[src/rtl/fetch_stage_if.sv]
// Fetch-stage bus bundle: instruction memory port, decode handshake and
// execute redirect. The master side is the fetch stage itself.
interface fetch_stage_if;
  logic        o_imem_ren;
  logic [31:0] o_imem_raddr;
  logic [31:0] i_imem_rdata;
  logic        o_valid;
  logic        i_ready;
  logic [31:0] o_instr;
  logic [31:0] o_pc;
  logic        i_redirect;
  logic [31:0] i_redirect_pc;
  logic        o_misaligned;

  modport master (
    output o_imem_ren, o_imem_raddr, o_valid, o_instr, o_pc, o_misaligned,
    input  i_imem_rdata, i_ready, i_redirect, i_redirect_pc
  );

  modport slave (
    input  o_imem_ren, o_imem_raddr, o_valid, o_instr, o_pc, o_misaligned,
    output i_imem_rdata, i_ready, i_redirect, i_redirect_pc
  );
endinterface

[src/rtl/fetch_stage.sv]
// RV32I instruction fetch stage: owns the PC, drives a one-cycle-latency
// instruction memory, and hands {instr, pc} to decode over valid/ready.
// A single hold slot parks the in-flight word when decode stalls, so no
// response is ever dropped; redirects from execute flush both slots.
module fetch_stage #(
  parameter logic [31:0] RESET_ADDR = 32'h0000_0000
) (
  input  logic          i_clk,
  input  logic          i_rst_n,
  fetch_stage_if.master bus
);

  typedef enum logic {FETCH, HALT} mode_t;

  mode_t       mode_q, mode_d;
  logic [31:0] pc_q, pc_d;
  logic        if_v_q, if_v_d;
  logic [31:0] if_pc_q, if_pc_d;
  logic        h_v_q, h_v_d;
  logic [31:0] h_pc_q, h_pc_d;
  logic [31:0] h_instr_q, h_instr_d;
  logic        mis_q, mis_d;

  logic valid;
  logic fire;
  logic issue;
  logic aligned;

  // State register: PC, in-flight slot, hold slot, mode and sticky flag.
  always_ff @(posedge i_clk or negedge i_rst_n) begin
    if (!i_rst_n) begin
      mode_q    <= FETCH;
      pc_q      <= RESET_ADDR;
      if_v_q    <= 1'b0;
      if_pc_q   <= '0;
      h_v_q     <= 1'b0;
      h_pc_q    <= '0;
      h_instr_q <= '0;
      mis_q     <= 1'b0;
    end else begin
      mode_q    <= mode_d;
      pc_q      <= pc_d;
      if_v_q    <= if_v_d;
      if_pc_q   <= if_pc_d;
      h_v_q     <= h_v_d;
      h_pc_q    <= h_pc_d;
      h_instr_q <= h_instr_d;
      mis_q     <= mis_d;
    end
  end

  // Output mux, issue decision and next-state; redirect overrides everything.
  always_comb begin
    mode_d    = mode_q;
    pc_d      = pc_q;
    if_v_d    = if_v_q;
    if_pc_d   = if_pc_q;
    h_v_d     = h_v_q;
    h_pc_d    = h_pc_q;
    h_instr_d = h_instr_q;
    mis_d     = mis_q;

    aligned = (bus.i_redirect_pc[1:0] == 2'b00);
    valid   = !bus.i_redirect & (h_v_q | if_v_q);
    fire    = valid & bus.i_ready;
    issue   = (mode_q == FETCH) & !(valid & !bus.i_ready);

    bus.o_valid      = valid;
    bus.o_misaligned = mis_q;
    // rdata is gated by if_v so nothing stale leaks out after reset/flush
    bus.o_instr      = h_v_q ? h_instr_q : (if_v_q ? bus.i_imem_rdata : '0);
    bus.o_pc         = h_v_q ? h_pc_q : if_pc_q;
    bus.o_imem_raddr = bus.i_redirect ? bus.i_redirect_pc : pc_q;
    bus.o_imem_ren   = i_rst_n & (bus.i_redirect ? aligned : issue);

    if (bus.i_redirect) begin
      h_v_d = 1'b0;
      if (aligned) begin
        if_v_d  = 1'b1;
        if_pc_d = bus.i_redirect_pc;
        pc_d    = bus.i_redirect_pc + 32'd4;
        mode_d  = FETCH;
        mis_d   = 1'b0;
      end else begin
        if_v_d = 1'b0;
        mode_d = HALT;
        mis_d  = 1'b1;
      end
    end else begin
      if (issue) begin
        if_v_d  = 1'b1;
        if_pc_d = pc_q;
        pc_d    = pc_q + 32'd4;
      end else begin
        if_v_d = 1'b0;
      end
      if (if_v_q && !h_v_q && !fire) begin
        h_v_d     = 1'b1;
        h_instr_d = bus.i_imem_rdata;
        h_pc_d    = if_pc_q;
      end
      if (h_v_q && fire) begin
        h_v_d = 1'b0;
      end
    end
  end

endmodule

[src/flat_wrapper.sv]
// flat-port wrapper written by rule: the top's interface ports become plain ports
module fetch_stage_flat 
#(
  parameter logic [31:0] RESET_ADDR = 32'h0000_0000
)
  (i_clk, i_rst_n, bus_o_imem_ren, bus_o_imem_raddr, bus_o_valid, bus_o_instr, bus_o_pc, bus_o_misaligned, bus_i_imem_rdata, bus_i_ready, bus_i_redirect, bus_i_redirect_pc);
  fetch_stage_if bus_i ();
  input  logic i_clk;
  input  logic i_rst_n;
  output wire logic [$bits(bus_i.o_imem_ren)-1:0] bus_o_imem_ren;
  output wire logic [$bits(bus_i.o_imem_raddr)-1:0] bus_o_imem_raddr;
  output wire logic [$bits(bus_i.o_valid)-1:0] bus_o_valid;
  output wire logic [$bits(bus_i.o_instr)-1:0] bus_o_instr;
  output wire logic [$bits(bus_i.o_pc)-1:0] bus_o_pc;
  output wire logic [$bits(bus_i.o_misaligned)-1:0] bus_o_misaligned;
  input wire logic [$bits(bus_i.i_imem_rdata)-1:0] bus_i_imem_rdata;
  input wire logic [$bits(bus_i.i_ready)-1:0] bus_i_ready;
  input wire logic [$bits(bus_i.i_redirect)-1:0] bus_i_redirect;
  input wire logic [$bits(bus_i.i_redirect_pc)-1:0] bus_i_redirect_pc;
  assign bus_o_imem_ren = bus_i.o_imem_ren;
  assign bus_o_imem_raddr = bus_i.o_imem_raddr;
  assign bus_o_valid = bus_i.o_valid;
  assign bus_o_instr = bus_i.o_instr;
  assign bus_o_pc = bus_i.o_pc;
  assign bus_o_misaligned = bus_i.o_misaligned;
  assign bus_i.i_imem_rdata = bus_i_imem_rdata;
  assign bus_i.i_ready = bus_i_ready;
  assign bus_i.i_redirect = bus_i_redirect;
  assign bus_i.i_redirect_pc = bus_i_redirect_pc;
  fetch_stage #(.RESET_ADDR(RESET_ADDR)) u_core (.i_clk(i_clk), .i_rst_n(i_rst_n), .bus(bus_i));
endmodule
[config.mk]
export PLATFORM = sky130hd
export DESIGN_NAME = fetch_stage_flat
export DESIGN_NICKNAME = d
export VERILOG_FILES = /design/src/rtl/fetch_stage_if.sv /design/src/rtl/fetch_stage.sv /design/src/flat_wrapper.sv
export SDC_FILE = /design/constraint.sdc
export NUM_CORES = 1
export LEC_CHECK = 0
export BUFFER_PORTS_ARGS = -buffer_cell sky130_fd_sc_hd__buf_4
export CORE_ASPECT_RATIO = 1.1
export CORE_MARGIN = 2
export CORE_UTILIZATION = 50
export CTS_CLUSTER_DIAMETER = 200
export DETAILED_ROUTE_END_ITERATION = 8
export PLACE_DENSITY_LB_ADDON = 0.1
export SKIP_LAST_GASP = 1
export SYNTH_ARGS = -nofsm -noshare
export SYNTH_HDL_FRONTEND = slang
export SYNTH_SLANG_ARGS = --single-unit
[constraint.sdc]
create_clock -name i_clk -period 3.19 [get_ports i_clk]
set_input_delay 0 -clock i_clk [delete_from_list [all_inputs] [get_ports i_clk]]
set_output_delay 0 -clock i_clk [all_outputs]
set_load 0.01 [all_outputs]
**Word-level counts from Yosys, hierarchy flattened**

Index checks and enable logic that the tools add are counted.

- Register bits after elaboration: 131
- Input port bits: 68
- Output and inout port bits: 99
- Logic and storage cells: 49

- $add $sub $neg: 2
- Equal/unequal tests: 1
- Mux-type cells: 18
- Bitwise logic cells: 8
- Reduce and logical (&&, ||, !) cells: 13

Operators by type and width:

| operator | count |
|---|---|
| $mux W32 | 10 |
| $add A32 B3 Y32 const B | 2 |
| $mux W1 | 8 |
| $and A1 B1 Y1 | 5 |
| $logic_not A1 Y1 | 5 |
| $reduce_and A2 Y1 | 2 |
| $logic_and A1 B1 Y1 | 3 |
| $reduce_bool A3 Y1 | 1 |
| $logic_not A2 Y1 | 1 |
| $ne A2 B1 Y1 const B | 1 |
| $not A1 Y1 | 2 |
| $reduce_bool A2 Y1 | 1 |
| $or A1 B1 Y1 | 1 |

**Longest topological paths before layout**

- Word-level depth: 8
- Depth in mapped cells: 10
- Gate-level depth less buffers: 7

**Least setup slack after synthesis**

OpenSTA, ideal clock, no wires.

- Path kind: input-to-reg
- Start: input port bus_i_redirect
- End: register u_core.pc_q[28]
- Library setup time: 0.071 ns
- Arrival time: 2.479 ns
- Required time: 3.119 ns
- Slack: 0.640 ns
- Stages on the path: 10
- Path buffers: 3
- Path through: buf_2 > buf_2 > buf_1 > mux2_2 > ha_1 > nand4b_1 > a22oi_1 > nand4_1 > or4_1 > nand4_1

- Cells in the longest elaborated chain, start to end: 7

RTL lines:

| item | RTL line | source |
|---|---|---|
| start, declared | flat_wrapper.sv:18 | `input wire logic [$bits(bus_i.i_redirect)-1:0] bus_i_redirect;` |
| $logic_not A1 Y1 | fetch_stage.sv:64 | `valid = !bus.i_redirect & (h_v_q \| if_v_q);` |
| $and A1 B1 Y1 | fetch_stage.sv:64 |  |
| $and A1 B1 Y1 | fetch_stage.sv:66 | `issue = (mode_q == FETCH) & !(valid & !bus.i_ready);` |
| $logic_not A1 Y1 | fetch_stage.sv:66 |  |
| $and A1 B1 Y1 | fetch_stage.sv:66 |  |
| $reduce_bool A2 Y1 (no source line) | n/a |  |
| $reduce_and A2 Y1 (no source line) | n/a |  |
| end signal, assigned | fetch_stage.sv:42 | `pc_q <= pc_d;` |
| end, declared | fetch_stage.sv:16 | `logic [31:0] pc_q, pc_d;` |

Parallel ways exist; a longest one is shown, timed or not.
A chain may end at the register's enable or synchronous reset.

**Final worst setup path**

- Start: register u_core.pc_q[3]
- End: register u_core.pc_q[30]

- Cells in the longest elaborated chain, start to end: 3

RTL lines:

| item | RTL line | source |
|---|---|---|
| $add A32 B3 Y32 | fetch_stage.sv:93 | `pc_d = pc_q + 32'd4;` |
| $mux W32 | fetch_stage.sv:90 | `if (issue) begin` |
| $mux W32 | fetch_stage.sv:76 | `if (bus.i_redirect) begin` |

Every way passes these cells. The select of a mux whose other input is x is not followed.

==> impl_metrics.env <==
export IMPL_fin_util_pct=69.5
export IMPL_die_area_mm2=0.0143
export IMPL_area_delta_synth_final_pct=36.4
export IMPL_placement_io_buffers=166
export IMPL_num_vias=5458
export IMPL_final_hold_viol_count=0
export IMPL_report_final_setup_viol=0
export IMPL_start_kind="register"
export IMPL_ys_dominant_reg_cell="sky130_fd_sc_hd__dfrtp_1"
export IMPL_total_clock_buffers_created_by_cts=17
export IMPL_drt_pre_antenna_iters=7
export IMPL_yosysUniqueCellTypes=49
export IMPL_post_cts_setup_buffers=0
export IMPL_clock_latency_on_the_worst_skew_pair_ns=0.41
export IMPL_cts_sinks=131
export IMPL_commonest_non_fill_non_tap_cell_in_the_layout="sky130_fd_sc_hd__buf_4"
export IMPL_place_inst=907
export IMPL_detail_route_vias_per_cell=5.58
export IMPL_cts_tree="built"
export IMPL_post_route_cell_area_mm2=0.00910
export IMPL_synth_edff_count=0
export IMPL_postSynthRegisterBits=131
export IMPL_hold_buffers=41
export IMPL_io_pins=167
export IMPL_grt_start_max_net_pins=104
export IMPL_ctsLongestPathBuffers=2
export IMPL_die_h_um=125
export IMPL_headroom_to_the_max_slew_limit_pct=46.2
export IMPL_route_detailed_wl_per_inst_um=17.0
export IMPL_worst_clock_skew_ns=0.0126
export IMPL_start_util_pct=51.0
export IMPL_cts_htree_levels=4
export IMPL_initialDrtViolationCount=402
export IMPL_crit_path_max_fanout=8
export IMPL_final_max_slew_viol_count=0
export IMPL_layout_drive_gt1_share_pct=40.3
export IMPL_pwr_density_cell_mw_per_mm2=688
export IMPL_wire_length_of_the_first_global_routing_pass_um=27100
export IMPL_first_global_vias=5460
export IMPL_synth_yosys_seq_area_share_pct=49.1
export IMPL_gpl_final_weighted_congestion=0.853
export IMPL_worst_slew_pin_transition_ns=0.807
export IMPL_crit_path_end_kind="register"
export IMPL_drc_errors=0
export IMPL_antenna_cells=0
export IMPL_row_count=44
export IMPL_critPathArrivalTime_ns=2.59
export IMPL_gr_usage_all_layers_pct=23.6
export IMPL_final_period_utilization_pct=71.5
export IMPL_worst_setup_path_type="register to register"
export IMPL_die_width_um=114
export IMPL_drt_wl_total_um=16600
export IMPL_leakagePower_uw=0.00434
export IMPL_final_period_minus_worst_setup_slack_ns=2.28
export IMPL_placedInstanceArea_mm2=0.00809
export IMPL_clkTransAtPathRegs_ns=0.06
export IMPL_syn_mean_instance_area_um2=11.0
export IMPL_final_instance_count_excl_fill=979
export IMPL_max_freq_ghz=0.438
export IMPL_synth_nets=677
export IMPL_layout_cells_most_common_list="177 x sky130_fd_sc_hd__buf_4, 130 x sky130_fd_sc_hd__dfrtp_1, 113 x sky130_fd_sc_hd__mux2_2"
export IMPL_nets=875
export IMPL_final_antenna_net_count=0
export IMPL_outcome="finished clean"
export IMPL_required_ns=3.50
export IMPL_postSynthCellCount=608
export IMPL_number_of_max_cap_violations=0
export IMPL_antenna_found_initial=0
export IMPL_setup_tns_ns=0
export IMPL_placeableCoreArea_mm2=0.0131
export IMPL_top_cell_type_by_total_area_after_synthesis="sky130_fd_sc_hd__dfrtp_1"
export IMPL_grt_residual_overflow=0
export IMPL_worstHoldPathType="input pin to register"
export IMPL_root_buffer="sky130_fd_sc_hd__clkbuf_16"
export IMPL_synth_top_cells_by_area="sky130_fd_sc_hd__dfrtp_1 49%, sky130_fd_sc_hd__mux2_2 19%, sky130_fd_sc_hd__nand2_1 4.6%, sky130_fd_sc_hd__a22o_1 4.1%, sky130_fd_sc_hd__o21ai_0 2.8%"
export IMPL_postSynth_asyncResetShare_pct=100
export IMPL_post_synth_instance_area_mm2=0.00668
export IMPL_synth_top_cell_area_share_pct=49.1
export IMPL_cts_resized=0
export IMPL_hpwl_um=11200
export IMPL_ys_warnings_count=0
export IMPL_rrSetupSlack_ns=0.91
export IMPL_rsz0062_at_grt="no"
export IMPL_ir_worst_vdd_uv=296
## final timing paths
check / depth (start not counted) / from / end
min reg2reg: 2 / u_core.pc_q[29] / u_core.pc_q[29]
min: 3 / bus_i_redirect_pc[1] / u_core.if_pc_q[1]
max in group asynchronous: 3 / i_rst_n / u_core.h_pc_q[11]
max reg2reg: 8 / u_core.pc_q[3] / u_core.pc_q[30]
max: 8 / u_core.pc_q[3] / u_core.pc_q[30]
min in group asynchronous: 2 / i_rst_n / u_core.h_instr_q[6]
## flip-flops by register name, summed over array words and instances, names as in the netlist
name and cells:
u_core.h_instr_q 32, u_core.h_pc_q 32, u_core.if_pc_q 32, u_core.pc_q 32, u_core.h_v_q 1, u_core.if_v_q 1
u_core.mode_q 1
## metal layers
layer / up-vias / share of wire (%) / GRT usage, %
met3: 19 / 5.5 / 4.70
li1: 2589 / - / -
met5: - / 0 / 0
met1: 2661 / 46 / 32.7
met4: 0 / 1.5 / 7.53
met2: 189 / 47 / 37.5
## logic make-up after synthesis
logic type               share of synthesized area, %
multiplexers                                     21.5
AND/OR/NAND/NOR                                  12.5
buffers and inverters                            3.65
XOR/XNOR                                         2.10
AO/OA/AOI/OAI                                    11.0
adder cells (fa/ha/maj)                         0.187
flip-flops                                       49.1
## worst max-delay path, stage by stage (launching register included)
cell and delay [ns]:
sky130_fd_sc_hd__dfrtp_1 0.41, sky130_fd_sc_hd__mux2_2 0.23, sky130_fd_sc_hd__ha_1 0.26, sky130_fd_sc_hd__nand4b_1 0.14, sky130_fd_sc_hd__a22oi_1 0.23, sky130_fd_sc_hd__buf_4 0.20
sky130_fd_sc_hd__nand4_1 0.22, sky130_fd_sc_hd__o21a_1 0.26, sky130_fd_sc_hd__o31ai_1 0.22
## Yosys cell counts (all sizes together) (3+ instances only)
library cell	number
and2	3
or3	4
buf	24
o21ai	38
nand3b	3
nor2b	4
clkbuf	17
a22o	31
mux2i	16
inv	18
o31ai	4
nand3	22
nand2	82
nor2	10
dfrtp	131
a21o	4
nand4	14
mux2	113
nand4b	5
a21oi	7
xnor2	14
nand2b	3
o311ai	4
nor3	5
or4	3
## report_power, final
| part | switching, µW | internal [µW] |
|---|---|---|
| clock | 726 | 1270 |
| sequential | 340 | 2200 |
| combinational | 784 | 942 |
| total | 1850 | 4410 |
## stage by stage
stage	hold WS, ns	worst slack, ns	power (µW)
after global placement	0.0811	0.922	4180
after floorplan	-0.296	0.640	3510
after CTS	0.00264	0.928	6300
final	0.0246	0.908	6260
after global routing	0.0176	0.696	6590
after detailed placement	0.0830	0.833	4260
## final cells by class
class	instances	area, µm²
Clock buffer	19	453
Timing Repair Buffer	220	1770
Multi-Input combinational cell	418	3180
Inverter	18	67.6
Fill cell	992	4000
Clock inverter	12	155
Sequential cell	131	3280
Tap cell	161	201
Note: power is estimated with default switching activity, not from simulation.
